===== src/rtl/edge_det_pkg.sv =====
// Shared definitions for the multi-channel edge detector: edge-select
// mode encodings, level constants and the filter counter width helper.
package edge_det_pkg;

  typedef enum logic [1:0] {
    EDGE_OFF  = 2'b00,
    EDGE_RISE = 2'b01,
    EDGE_FALL = 2'b10,
    EDGE_BOTH = 2'b11
  } edge_mode_t;

  localparam logic LOW  = 1'b0;
  localparam logic HIGH = 1'b1;

  // Counter width for a filter of the given length; never narrower than 1 bit
  function automatic int cnt_width(input int filter_len);
    return (filter_len <= 1) ? 1 : $clog2(filter_len);
  endfunction

endpackage


===== src/rtl/edge_det_channel.sv =====
// One channel of the edge detector: consecutive-sample glitch filter,
// edge qualification against the channel mode and a one-clock tick.
// With MULTI_EDGE_DETECTOR_STICKY_EN defined, a sticky pending flag is added.
module edge_det_channel
  import edge_det_pkg::*;
#(
  parameter int   FILTER_LEN = 3,
  parameter logic INIT_LEVEL = 1'b1
) (
  input  logic       clk,
  input  logic       reset,
  input  logic       update,
  input  logic       level,
  input  logic [1:0] mode,
`ifdef MULTI_EDGE_DETECTOR_STICKY_EN
  input  logic       clear,
  output logic       pending,
`endif
  output logic       filtered,
  output logic       tick
);

  localparam int CW = cnt_width(FILTER_LEN);
  localparam logic [CW-1:0] CNT_MAX = CW'(FILTER_LEN - 1);

  logic          f;
  logic [CW-1:0] cnt;
  logic          accept;
  logic          rising;
  logic          edge_hit;

  // A differing sample that completes the run of FILTER_LEN samples is
  // accepted; the new level decides whether the edge is rising or falling
  always_comb begin
    accept   = update && (level != f) && (cnt == CNT_MAX);
    rising   = (level == HIGH);
    edge_hit = 1'b0;
    if (accept) begin
      edge_hit = (mode == EDGE_BOTH)
              || (mode == EDGE_RISE && rising)
              || (mode == EDGE_FALL && !rising);
    end
  end

  // Filtered level, run counter and tick register; an agreeing sample
  // restarts the run so short glitches never reach the filtered level
  always_ff @(posedge clk) begin
    if (reset) begin
      f    <= INIT_LEVEL;
      cnt  <= '0;
      tick <= LOW;
    end else begin
      tick <= edge_hit;
      if (update) begin
        if (level == f) begin
          cnt <= '0;
        end else if (cnt == CNT_MAX) begin
          f   <= level;
          cnt <= '0;
        end else begin
          cnt <= cnt + CW'(1);
        end
      end
    end
  end

  assign filtered = f;

`ifdef MULTI_EDGE_DETECTOR_STICKY_EN
  // Sticky event flag; a new event wins over a simultaneous clear
  always_ff @(posedge clk) begin
    if (reset) begin
      pending <= LOW;
    end else if (edge_hit) begin
      pending <= HIGH;
    end else if (clear) begin
      pending <= LOW;
    end
  end
`endif

endmodule


===== src/rtl/multi_edge_detector.sv =====
// Multi-channel debounced edge detector. Each channel filters its level on
// shared update strobes and emits a one-clock tick on the selected edge.
// Optional sticky pending flags with per-channel clear are enabled by
// defining MULTI_EDGE_DETECTOR_STICKY_EN.
module multi_edge_detector
  import edge_det_pkg::*;
#(
  parameter int   CHANNELS   = 8,
  parameter int   FILTER_LEN = 3,
  parameter logic INIT_LEVEL = 1'b1
) (
  input  logic                  clk,
  input  logic                  reset,
  input  logic                  update,
  input  logic [CHANNELS-1:0]   level,
  input  logic [2*CHANNELS-1:0] mode,
`ifdef MULTI_EDGE_DETECTOR_STICKY_EN
  input  logic [CHANNELS-1:0]   clear,
  output logic [CHANNELS-1:0]   pending,
`endif
  output logic [CHANNELS-1:0]   filtered,
  output logic [CHANNELS-1:0]   tick,
  output logic                  any_tick
);

  for (genvar i = 0; i < CHANNELS; i++) begin : g_chan
    edge_det_channel #(
      .FILTER_LEN (FILTER_LEN),
      .INIT_LEVEL (INIT_LEVEL)
    ) u_chan (
      .clk      (clk),
      .reset    (reset),
      .update   (update),
      .level    (level[i]),
      .mode     (mode[2*i +: 2]),
`ifdef MULTI_EDGE_DETECTOR_STICKY_EN
      .clear    (clear[i]),
      .pending  (pending[i]),
`endif
      .filtered (filtered[i]),
      .tick     (tick[i])
    );
  end

  assign any_tick = |tick;

endmodule


===== config.mk =====
export PLATFORM = sky130hd
export DESIGN_NAME = multi_edge_detector
export DESIGN_NICKNAME = d
export VERILOG_FILES = /design/src/rtl/edge_det_pkg.sv /design/src/rtl/edge_det_channel.sv /design/src/rtl/multi_edge_detector.sv
export SDC_FILE = /design/constraint.sdc
export NUM_CORES = 1
export LEC_CHECK = 0
export CAP_MARGIN = 20
export CORE_UTILIZATION = 30
export DETAILED_ROUTE_END_ITERATION = 10
export HOLD_SLACK_MARGIN = 0.02
export PLACE_DENSITY = 0.57
export SKIP_LAST_GASP = 1
export SLEW_MARGIN = 25
export SYNTH_ARGS = -nofsm -noshare
export SYNTH_HDL_FRONTEND = slang
export SYNTH_SLANG_ARGS = --single-unit

===== constraint.sdc =====
create_clock -name clk -period 1.4 [get_ports clk]
set_input_delay 0.28 -clock clk [delete_from_list [all_inputs] [get_ports clk]]
set_output_delay 0.28 -clock clk [all_outputs]
set_load 0.01 [all_outputs]

Yosys cells after proc, flatten, opt, wreduce, memory -nomap -nowiden
Index checks and enable logic that the tools add are counted.
{"block": "word_totals", "register_bits": 32, "latch_bits": 0, "ram_bits": 0, "romBits": 0, "in_bits": 27, "output_inout_bits": 17, "elab_cells": 185, "memories": 0}
{"block": "op_classes", "add_sub_neg": 8, "multipliers": 0, "n_div": 0, "order_cmp": 0, "n_eq_ne": 48, "shifts": 0, "mux": 16, "bitwise_logic": 16, "n_reduce_logical": 73}
{"op": "$eq A2 B2 Y1 const B", "n": 24}
{"op": "$logic_and A1 B1 Y1", "n": 32}
{"op": "$mux W2", "n": 16}
{"op": "$reduce_and A3 Y1", "n": 8}
{"op": "$add A2 B1 Y2 const B", "n": 8}
{"op": "$eq A2 B1 Y1 const B", "n": 8}
{"op": "$logic_or A1 B1 Y1", "n": 16}
{"op": "$not A1 Y1", "n": 16}
{"op": "$reduce_or A2 Y1", "n": 8}
{"op": "$eq A1 B1 Y1", "n": 8}
{"op": "$logic_not A1 Y1", "n": 8}
{"op": "$ne A1 B1 Y1", "n": 8}
{"op": "$reduce_or A8 Y1", "n": 1}

Depth between registers and ports, before layout
{"block": "logic_depth", "word_depth": 5, "depth_mapped": 4}

Modules after synthesis
Synthesis repeated with hierarchy kept, for this count alone.
{"block": "unflattened", "hier_cells": 147, "area_unflattened_um2": 1457.6}
{"module": "edge_det_channel", "n_inst": 8, "cells_per_inst": 18, "area_per_inst_um2": 180.2}
{"module": "multi_edge_detector", "n_inst": 1, "cells_per_inst": 3, "area_per_inst_um2": 16.3}

Worst setup path before layout
OpenSTA, ideal clock, no wires.
{"block": "synth_timing", "path_kind": "input-to-reg", "startpoint": "input port reset", "endpoint": "register g_chan[0].u_chan.cnt[0]", "arrival_time_ps": 961, "path_slack_ps": 347, "path_stages": 3, "n_path_buf": 1, "cell_sequence": "clkbuf_1 -> or4b_1 -> o32ai_1"}
{"element": "start, declared", "line": "multi_edge_detector.sv:13", "text": "input logic reset,"}
{"element": "end signal, assigned", "line": "edge_det_channel.sv:61", "text": "cnt <= cnt + CW'(1);"}
{"element": "end, declared", "line": "edge_det_channel.sv:27", "text": "logic [CW-1:0] cnt;"}

Worst setup path after layout
{"block": "layout_timing", "startpoint": "register g_chan[1].u_chan.tick", "endpoint": "output port any_tick"}
{"block": "layout_between", "elab_chain_cells": 1}
{"element": "start, declared", "line": "edge_det_channel.sv:20", "text": "output logic tick"}
{"element": "start signal, assigned", "line": "edge_det_channel.sv:53", "text": "tick <= edge_hit;"}
{"element": "$reduce_or A8 Y1", "line": "multi_edge_detector.sv:45", "text": "assign any_tick = |tick;"}
{"element": "end, declared", "line": "multi_edge_detector.sv:23", "text": "output logic any_tick"}
Every way passes these cells.

==> reports/results.tsv <==
metric	value	unit
TritonRoute pass-1 iters	4	
Worst Path Max Fanout	2	
CP cell instances	nor4_2 > nand2_1 > buf_2	
initial antenna violation count	0	
final hold violation count	0	
final core occ	45.2	%
CP arrival	1080	ps
clk_skew	2.56	ps
post-layout minimum cycle time	1360	ps
Worst setup EP type	output pin	
H-tree depth	2	
TritonCTS Buffers	5	
Post-Synthesis Cells	173	
maximum clock rate	733	MHz
io pins	44	
leak pwr	0.000904	uW
Starting DRT DRC Count	42	
Placed Cells	291	
Routed WL	3.48	mm
Tcrit/Tclk final	97.5	%
WL/cell	11.6	um
Worst slew margin	78.5	%
IO Port Bufs	43	
slowest stage delay, CP	320	ps
die width	76.2	um
Vias/cell	4.73	
fill cell count	534	
Die Ht	76.2	um
minimum hold slack	457	ps
Tot Pwr	1940	uW
Clock Latency Late Sink	280	ps
Initial Util	31.7	%
#FFs+latches synth	32	
total track usage	13.4	%
Setup crit start kind	register	
Power Dens Cells	825	nW/um^2
final weighted congestion in routability-driven placement	0.702	
crit path kind	reg2out	
CP Data Required Time	1120	ps
clock-pin slew on the worst setup and hold paths	60	ps
Rows	26	
count of pins over their slew limit	0	
fin cells	299	
HPWL after DPL	2.61	mm
global-route wire length before repair	6.33	mm
Area Overhead vs Synth	42.5	%
Vias	1413	
Overflow after GRT	0	
Setup violations, final	0	
crit path setup slack, layout	35.6	ps
final net count	255	
Post-CTS Setup Inserts	0	
vias in the first global route	1346	
max_cap viols	0	
DRC Markers	0	
outcome	completed	
largest net degree at the start of global routing	14	
CTS tree	built	
synth warn	0	
ANT cells	0	
crit path max-delay cell type	dfxtp_1	
mean post-synth cell area	9.55	sq um
core outline area	5200	sq um
Max Buffers Root-to-Sink	2	
RSZ-0062 raised after global routing	true	
most common cell after layout, fill and taps aside	buf_4	
VDD IR max	0.000301	V
Final ANT Viol Nets	0	
CTS root buf	clkbuf_8	
worst-margin pin slew	314	ps
most frequent cells in the layout	buf_4 (28), dfxtp_1 (25), nand3b_1 (24), clkdlybuf4s50_1 (24)	
CTS sink count	32	
syn nets	200	
cell area after synthesis	1650	sq um
Hold Path Class	in2reg	
layout cell share with drive strength beyond 1	21.0	%
die area	5810	sq um
sequential share of the synthesized area	38.8	%
dpl ws	-298	ps
synth unique cells	18	
## through the flow
stage	TNS, ps	cell area [sq um]
2_1_floorplan	0	1650
3_3_place_gp	-4220	2230
3_5_place_dp	-5270	2230
4_1_cts	-116	2320
5_1_grt	-38.8	2350
6_report	0	2350
## critical path: cells and delay by family, from the launching register on
| kind | cells | cell delay (ps) |
|---|---|---|
| buffers and inverters | 1 | 140 |
| flip-flops | 1 | 320 |
| AND/OR/NAND/NOR | 2 | 350 |
## cells in the mapped netlist
| library cell | number | area [sq um] |
|---|---|---|
| buf_1 | 1 | 3.75 |
| a2111oi_0 | 5 | 43.8 |
| or4b_1 | 8 | 80.1 |
| mux2i_1 | 8 | 80.1 |
| o32ai_1 | 16 | 140 |
| inv_1 | 16 | 60.1 |
| nand2_1 | 1 | 3.75 |
| dfxtp_1 | 32 | 641 |
| nand4bb_1 | 8 | 90.1 |
| nand2b_1 | 1 | 6.26 |
| buf_2 | 6 | 30.0 |
| nand3b_1 | 24 | 180 |
| buf_4 | 16 | 120 |
| a211oi_1 | 3 | 22.5 |
| clkbuf_1 | 2 | 7.51 |
| nor2_1 | 16 | 60.1 |
| xnor2_1 | 8 | 70.1 |
| nor4_1 | 2 | 12.5 |
## cells by family after synthesis
group                     Yosys count  synth area share, %
xor gates and xnor gates            8                 4.24
DFF                                32                 38.8
muxes                               8                 4.85
and+or+nand+nor                    60                 26.2
AOI/OAI and AO/OA                  24                 12.5
buffers and inverters              41                 13.4
## where the power goes
group	internal [uW]	switching, uW	total (uW)
Clock	401	320	720
Combinational	166	100	266
Sequential	933	24.0	957
## sequential cells by signal, summed over array words and instances (netlist names)
signal,flops
g_chan.u_chan.tick,8
g_chan.u_chan.cnt,16
g_chan.u_chan.filtered,8
## path summary, 6_finish.rpt
| path | from | end | slack (ps) | cells past startpoint |
|---|---|---|---|---|
| max | g_chan[1].u_chan.tick | any_tick | 40 | 3 |
| min | reset | g_chan[1].u_chan.cnt[0] | 460 | 3 |
| min reg2reg | g_chan[5].u_chan.cnt[1] | g_chan[5].u_chan.cnt[1] | 500 | 2 |
| max reg2reg | g_chan[2].u_chan.filtered | g_chan[2].u_chan.tick | 300 | 3 |
## routing by layer
| metal | vias to the layer above | wire length (um) | part of all wire, % | global-route usage, % |
|---|---|---|---|---|
| met4 | 0 | 44 | 1.3 | 4.62 |
| met5 | - | 0 | 0 | 0 |
| li1 | 732 | - | - | - |
| met1 | 645 | 1770 | 51 | 18.4 |
| met2 | 31 | 1490 | 43 | 19.9 |
| met3 | 5 | 177 | 5.1 | 3.95 |
## cell type report
cell class                      count  area, sq um  area share [%]
Tap cell                           70         87.6            3.72
Timing Repair Buffer               73          643            27.3
Inverter                           16         60.1            2.55
Sequential cell                    32          649            27.6
Clock buffer                        8         90.1            3.83
Multi-Input combinational cell    100          823            35.0
## timing repair
item | 4_1_cts | 5_1_grt
hold buffers | 0 | 0
endpoints found under the setup margin | 18 | 10
endpoints found under the hold margin | 0 | 0
pin swaps | 1 | 1
resized for setup | 26 | 12
Power figures use the tool's default switching activity.
